### src/rtl/fht_pkg.sv
// -----------------------------------------------------------------------------
// fht_pkg
// Shared definitions for the FHT input loader:
//   - state_t        : loader FSM states (fill / drain / wait / start)
//   - A_BIT/K_BIT/B_BIT for the default configuration, plus helper functions
//     that compute the same widths for any (POINT, N_BANK) pair
//   - sign_extend()  : widens a w-bit two's-complement value to 64 bits
// -----------------------------------------------------------------------------
package fht_pkg;

    typedef enum logic [1:0] {
        ST_FILL  = 2'd0,
        ST_DRAIN = 2'd1,
        ST_WAIT  = 2'd2,
        ST_START = 2'd3
    } state_t;

    // Default configuration of the loader.
    localparam int DEF_N_BANK = 4;
    localparam int DEF_POINT  = 1024;
    localparam int DEF_D_BIT  = 16;

    // Bank address width, sample counter width and bank select width for the
    // default configuration.
    localparam int A_BIT = $clog2(DEF_POINT / DEF_N_BANK);
    localparam int K_BIT = $clog2(DEF_POINT);
    localparam int B_BIT = $clog2(DEF_N_BANK);

    // Width helpers so a loader built with other parameters derives its
    // widths with exactly the same formulas.
    function automatic int addr_bits(input int point, input int n_bank);
        return $clog2(point / n_bank);
    endfunction

    function automatic int count_bits(input int point);
        return $clog2(point);
    endfunction

    function automatic int bank_bits(input int n_bank);
        return $clog2(n_bank);
    endfunction

    // Replicates bit w-1 of x into every bit above it. Callers zero-extend
    // their operand to 64 bits and cast the result back to the width needed.
    function automatic logic [63:0] sign_extend(input logic [63:0] x, input int w);
        logic [63:0] r;
        r = x;
        for (int i = 0; i < 64; i++) begin
            if (i >= w) begin
                r[i] = x[w-1];
            end
        end
        return r;
    endfunction

endpackage

### src/rtl/fht_bitrev.sv
// -----------------------------------------------------------------------------
// fht_bitrev
// Purely combinational bit reversal: o_data[i] = i_data[W-1-i].
// Ports:
//   i_data  in  W  value to reverse
//   o_data  out W  reversed value
// -----------------------------------------------------------------------------
module fht_bitrev #(
    parameter int W = 4
) (
    input  logic [W-1:0] i_data,
    output logic [W-1:0] o_data
);

    for (genvar gi = 0; gi < W; gi++) begin : g_rev
        assign o_data[gi] = i_data[W-1-gi];
    end

endmodule

### src/rtl/fht_input_loader.sv
// -----------------------------------------------------------------------------
// fht_input_loader
// Streaming front-end for the FHT core. ADC samples arrive on a valid/ready
// handshake, are sign-extended by one bit and scattered over N_BANK RAM banks
// at natural or bit-reversed positions. Two bank sets are filled ping-pong:
// a completed frame is handed to the core while the other set is filled.
//
// Ports:
//   iCLK        in   1       clock
//   iRESET      in   1       synchronous active-high reset
//   iDATA       in   D_BIT-1 signed ADC sample
//   iVALID      in   1       sample present
//   oREADY      out  1       loader accepts a sample this cycle
//   iBITREV     in   1       placement mode, latched at frame start
//   iABORT      in   1       discard the partial frame (FILL only)
//   iFHT_DONE   in   1       core finished the current transform (pulse)
//   oDATA       out  D_BIT   sign-extended sample for the banks
//   oADDR_WR    out  A_W     bank address
//   oWE         out  N_BANK  one-hot bank write enable
//   oBUF_SEL    out  1       bank set being filled (0 = A, 1 = B)
//   oSTART      out  1       one-cycle start pulse to the core
//   oSTART_SEL  out  1       bank set handed to the core
//   oFHT_BUSY   out  1       core owns a bank set
//   oOVF        out  1       sticky: sample offered while not ready
// -----------------------------------------------------------------------------
module fht_input_loader
    import fht_pkg::*;
#(
    parameter  int N_BANK = DEF_N_BANK,
    parameter  int POINT  = DEF_POINT,
    parameter  int D_BIT  = DEF_D_BIT,
    localparam int A_W    = addr_bits(POINT, N_BANK),
    localparam int K_W    = count_bits(POINT),
    localparam int B_W    = bank_bits(N_BANK)
) (
    input  logic              iCLK,
    input  logic              iRESET,
    input  logic [D_BIT-2:0]  iDATA,
    input  logic              iVALID,
    output logic              oREADY,
    input  logic              iBITREV,
    input  logic              iABORT,
    input  logic              iFHT_DONE,
    output logic [D_BIT-1:0]  oDATA,
    output logic [A_W-1:0]    oADDR_WR,
    output logic [N_BANK-1:0] oWE,
    output logic              oBUF_SEL,
    output logic              oSTART,
    output logic              oSTART_SEL,
    output logic              oFHT_BUSY,
    output logic              oOVF
);

    // -------------------------------------------------------------------------
    // State
    // -------------------------------------------------------------------------
    state_t              r_state;
    state_t              w_state_next;

    logic [K_W-1:0]      r_k;          // index of the next sample in the frame
    logic                r_mode;       // placement mode latched at frame start
    logic                r_buf_sel;
    logic                r_start;
    logic                r_start_sel;
    logic                r_busy;
    logic                r_ovf;
    logic [N_BANK-1:0]   r_we;
    logic [A_W-1:0]      r_addr;
    logic [D_BIT-1:0]    r_data;

    // -------------------------------------------------------------------------
    // Placement
    // -------------------------------------------------------------------------
    logic [K_W-1:0]      w_k_rev;
    logic [K_W-1:0]      w_pos;
    logic [B_W-1:0]      w_bank;
    logic [A_W-1:0]      w_addr;
    logic [N_BANK-1:0]   w_we_onehot;
    logic [D_BIT-1:0]    w_data_ext;

    fht_bitrev #(
        .W (K_W)
    ) u_bitrev (
        .i_data (r_k),
        .o_data (w_k_rev)
    );

    assign w_pos  = r_mode ? w_k_rev : r_k;
    // Low bits pick the bank, the rest form the address inside that bank.
    assign w_bank = w_pos[B_W-1:0];
    assign w_addr = w_pos[K_W-1:B_W];

    for (genvar gi = 0; gi < N_BANK; gi++) begin : g_we
        assign w_we_onehot[gi] = (w_bank == B_W'(gi));
    end

    assign w_data_ext = D_BIT'(sign_extend(64'(iDATA), D_BIT - 1));

    // -------------------------------------------------------------------------
    // Handshake
    // -------------------------------------------------------------------------
    logic w_ready;
    logic w_accept;
    logic w_abort;
    logic w_write;
    logic w_last;

    assign w_ready  = (r_state == ST_FILL);
    assign w_accept = iVALID & w_ready;
    assign w_abort  = iABORT & w_ready;
    // An abort in the same cycle as a handshake drops that sample as well:
    // the frame restarts cleanly at k = 0.
    assign w_write  = w_accept & ~w_abort;
    assign w_last   = (r_k == K_W'(POINT - 1));

    // -------------------------------------------------------------------------
    // Next-state logic
    // -------------------------------------------------------------------------
    always_comb begin
        w_state_next = r_state;
        unique case (r_state)
            ST_FILL: begin
                if (w_write && w_last) begin
                    w_state_next = ST_DRAIN;
                end
            end
            ST_DRAIN: begin
                // The core still owns the other set: hold the frame until
                // it reports completion.
                w_state_next = r_busy ? ST_WAIT : ST_START;
            end
            ST_WAIT: begin
                if (iFHT_DONE) begin
                    w_state_next = ST_START;
                end
            end
            ST_START: begin
                w_state_next = ST_FILL;
            end
            default: begin
                w_state_next = ST_FILL;
            end
        endcase
    end

    // -------------------------------------------------------------------------
    // Registers
    // -------------------------------------------------------------------------
    always_ff @(posedge iCLK) begin
        if (iRESET) begin
            r_state     <= ST_FILL;
            r_k         <= '0;
            r_mode      <= iBITREV;
            r_buf_sel   <= 1'b0;
            r_start     <= 1'b0;
            r_start_sel <= 1'b0;
            r_busy      <= 1'b0;
            r_ovf       <= 1'b0;
            r_we        <= '0;
            r_addr      <= '0;
            r_data      <= '0;
        end else begin
            r_state <= w_state_next;

            // oSTART and oSTART_SEL are loaded on entry so they are valid
            // during the START cycle itself.
            r_start <= (w_state_next == ST_START);
            if (w_state_next == ST_START) begin
                r_start_sel <= r_buf_sel;
            end

            // Bank write port: enable pulses for one cycle, address and data
            // hold their last value between writes.
            r_we <= w_write ? w_we_onehot : '0;
            if (w_write) begin
                r_addr <= w_addr;
                r_data <= w_data_ext;
                r_k    <= r_k + K_W'(1);
            end

            if (w_abort) begin
                r_k    <= '0;
                r_mode <= iBITREV;
            end

            // Setting busy in START takes priority over a coincident done.
            if (r_state == ST_START) begin
                r_busy    <= 1'b1;
                r_buf_sel <= ~r_buf_sel;
                r_k       <= '0;
                r_mode    <= iBITREV;
            end else if (iFHT_DONE) begin
                r_busy <= 1'b0;
            end

            if (iVALID && !w_ready) begin
                r_ovf <= 1'b1;
            end
        end
    end

    // -------------------------------------------------------------------------
    // Outputs
    // -------------------------------------------------------------------------
    assign oREADY     = w_ready;
    assign oDATA      = r_data;
    assign oADDR_WR   = r_addr;
    assign oWE        = r_we;
    assign oBUF_SEL   = r_buf_sel;
    assign oSTART     = r_start;
    assign oSTART_SEL = r_start_sel;
    assign oFHT_BUSY  = r_busy;
    assign oOVF       = r_ovf;

endmodule

### config.mk
export PLATFORM = sky130hd
export DESIGN_NAME = fht_input_loader
export DESIGN_NICKNAME = d
export VERILOG_FILES = /design/src/rtl/fht_pkg.sv /design/src/rtl/fht_bitrev.sv /design/src/rtl/fht_input_loader.sv
export SDC_FILE = /design/constraint.sdc
export NUM_CORES = 1
export LEC_CHECK = 0
export CAP_MARGIN = 20
export CORE_ASPECT_RATIO = 1.75
export CORE_UTILIZATION = 28
export CTS_CLUSTER_SIZE = 40
export DETAILED_ROUTE_END_ITERATION = 7
export PLACE_DENSITY_LB_ADDON = 0.3
export SETUP_SLACK_MARGIN = 0.05
export SLEW_MARGIN = 20
export SYNTH_ARGS = -nofsm -noshare
export SYNTH_HDL_FRONTEND = slang
export SYNTH_HIERARCHICAL = 1
export SYNTH_SLANG_ARGS = --single-unit
### constraint.sdc
create_clock -name iCLK -period 1.9 [get_ports iCLK]
set_clock_uncertainty 0.05 [all_clocks]
set_input_delay 0.38 -clock iCLK [delete_from_list [all_inputs] [get_ports iCLK]]
set_output_delay 0.38 -clock iCLK [all_outputs]
set_load 0.05 [all_outputs]
==> results_dict.tcl <==
set metrics [dict create \
    netSwitchingFraction_pct 35.76 \
    route.detailed.drc 0 \
    met3_length_um 166 \
    end_kind "primary output" \
    vias_per_cell 4.486 \
    fin_nets 302 \
    synth.avg_cell_area_um2 8.922 \
    synth.top_cell.area_share_pct 46.13 \
    crit_slowest_cell "clkdlybuf4s50_1" \
    drive_gt1_share_pct 22.10 \
    crit_fanout 1 \
    synth_nets 241 \
    critical_path_class "reg2out" \
    yosys_warnings 6 \
    min_path_cells 2 \
    setup_viol 0 \
    crit_family "buffers and inverters" \
    p_int_w 0.002023 \
    gp_congestion 0.7920 \
    fin_tns_setup_ps 0 \
    placeableCoreArea_um2 6539 \
    synth.area.mux_share_pct 5.767 \
    initial_core_util_pct 29.20 \
    cts_hold_buf 0 \
    cts_buffers 5 \
    wl_met2_mm 2.372 \
    wl_per_cell_um 11.85 \
    die_h_um 111.2 \
    grt_pass1_wl_mm 6.886 \
    yosysSeqAreaShare_pct 47.71 \
    critPathArrivalTime_ps 1380 \
    place_area_um2 2537 \
    startpoint_type "register" \
    cts_tree "yes" \
    synth_simple_gate_area_share_pct 19.46 \
    fin_crit_sh_pct 95.15 \
    synth_top_family_by_area "simple AND/OR/NAND/NOR gates" \
    synth-seq-cells 45 \
    std_cell_rows 39 \
    synthAdderAreaFrac_pct 3.932 \
    grt_pass1_vias 1544 \
    syn_inst 214 \
    cp_cell_sequence "clkdlybuf4s50_1" \
    status "complete, no violations" \
    postRouteAntennaNets 0 \
    dieWidth_um 64.42 \
    cp_slowest_stage_delay_ps 790 \
    antenna_cells 0 \
    antenna_found_initial 0 \
    synth_xor_area_share_pct 3.670 \
    grt_max_degree 23 \
    clock_latency_ps 280 \
    die_area_um2 7166 \
    drv_slew 0 \
    hold_path_class "reg2reg" \
    vias 1606 \
    netlist_area_um2 1909 \
    hold_violations 0 \
    grt_usage_pct 12.40 \
    period_needed_ps 1808 \
    highest_layer "met4" \
    required_ps 1470 \
    rr_worst_depth 5 \
    final_common_cell "buf_4" \
    max_freq_mhz 553.1 \
    cellPowerDensity_nw_per_um2 1143 \
    portBuffers 54 \
    first_pass_iters 4 \
    htreeDepth 2 \
    rsz0062_at_grt "yes" \
    ios 55 \
    overflow 0 \
    pwr-share-seq_pct 36.1 \
    switching_power_w 0.001126 \
    post-route-util_pct 42.15 \
    fin_area_um2 2756 \
    synthToLayoutAreaGrowth_pct 44.36 \
    power_frac_comb_pct 37.6 \
    detail_route.iter0.violations 23 \
    clock_power_share_pct 26.3 \
    cap_violations 0 \
    ys_types 35 \
    wirelength_mm 4.241 \
    synth_area_leaders "dfxtp_1, nand2_1, mux2i_1" \
    clockBufferDepth 2 \
    p_leak_nw 1.244 \
    clock_sinks 45 \
    synth_top_cell_by_area "dfxtp_1" \
    wl_met1_mm 1.616 \
    path_buf_inv 1 \
    max-slew-margin-rel_pct 66.18 \
    peakVddDrop_v 0.0007304 \
    tightest_slew_ps 506.5 \
    final_cell_mix "buf_4, dfxtp_1, nand2_1" \
    dp_hpwl_mm 3.096 \
    whs_ps 398.5 \
    cts_root_buf "clkbuf_16" \
    clk_pin_slew_ps 60 \
    cp_num_cells 1 \
    synth-compound-area-share_pct 11.01 \
]
## cells by family after synthesis
group / after synthesis
and+or+nand+nor: 82
xor gates and xnor gates: 8
DFF: 45
AOI/OAI and AO/OA: 34
muxes: 11
buffers and inverters: 28
adders and majority gates: 6
## sequential cells by signal (all words and copies together), names as in the netlist
signal / cells
oDATA: 15
oSTART: 1
oADDR_WR: 8
r_mode: 1
r_k: 10
oSTART_SEL: 1
oBUF_SEL: 1
r_state: 2
oFHT_BUSY: 1
oWE: 4
oOVF: 1
## worst min-delay path: stages, from the launching register on
cell and delay (ps):
dfxtp_1 300, nand2_1 50, a21oi_1 50
## through the flow
| stage | std cells | total power [W] | setup slack [ps] |
|---|---|---|---|
| 3_3_place_gp | 346 | 0.002255 | -84.26 |
| 5_1_grt | 358 | 0.003319 | 22.92 |
| 2_1_floorplan | 214 | 0.001902 | 68.28 |
| 6_report | 358 | 0.003150 | 92.08 |
| 3_5_place_dp | 346 | 0.002267 | -102.9 |
| 4_1_cts | 354 | 0.003109 | 52.74 |
## synth_stat cells
master / n
or3_1: 1
nand2_1: 38
nand4_1: 3
o21ai_0: 2
mux2i_1: 11
or3_2: 1
xor2_1: 4
a211o_1: 1
nor4_1: 1
nand2b_1: 2
and2b_1: 1
nand3_1: 2
nor3_1: 3
a311oi_2: 1
nor2_1: 22
nand3b_1: 1
clkbuf_8: 1
buf_2: 1
a21oi_1: 20
dfxtp_1: 44
clkbuf_1: 6
a211oi_1: 8
and3_1: 3
edfxtp_1: 1
inv_1: 5
buf_4: 12
ha_1: 6
and3b_1: 1
buf_1: 3
xnor2_1: 4
nand3_2: 1
nor2b_1: 1
o21a_1: 1
or4_4: 1
a311oi_1: 1
## metal layers
layer	vias to the layer above	global-route usage (%)
met5	-	0
li1	827	-
met3	7	2.058
met1	738	12.50
met2	34	23.37
met4	0	6.222
## power groups by stage
stage	combinational (W)	sequential (W)	clock, W
after global routing	0.00127	0.00115	0.000898
final	0.00118	0.00114	0.000829
after global placement	0.00111	0.00115	0
after floorplan	0.000486	0.00142	0
after CTS	0.00111	0.00113	0.000863
after detailed placement	0.00112	0.00115	0
## worst paths after layout
kind                  from         end  slack, ps
setup / recovery    oWE[3]      oWE[3]         90
hold / removal    oDATA[0]    oDATA[0]        400
setup reg to reg    r_k[0]  oSTART_SEL        110
hold reg to reg   oDATA[0]    oDATA[0]        400
## area by class of cell
type	instances	area, um2
repair buffers	77	705.7
clock inverters	1	6.256
fillers	696	3782
multi-input cells	141	873.3
well taps	82	102.6
inverters	5	21.27
flip-flops and latches	45	914.6
clock buffers	7	132.6
## timing repair
action	in CTS	in global routing
buffers inserted	0	4
hold endpoints to repair	0	0
gates resized for setup	2	16
cloned	0	0
pin swaps	0	3
endpoints found under the setup margin	2	11
(Power assumes the default switching activity.)
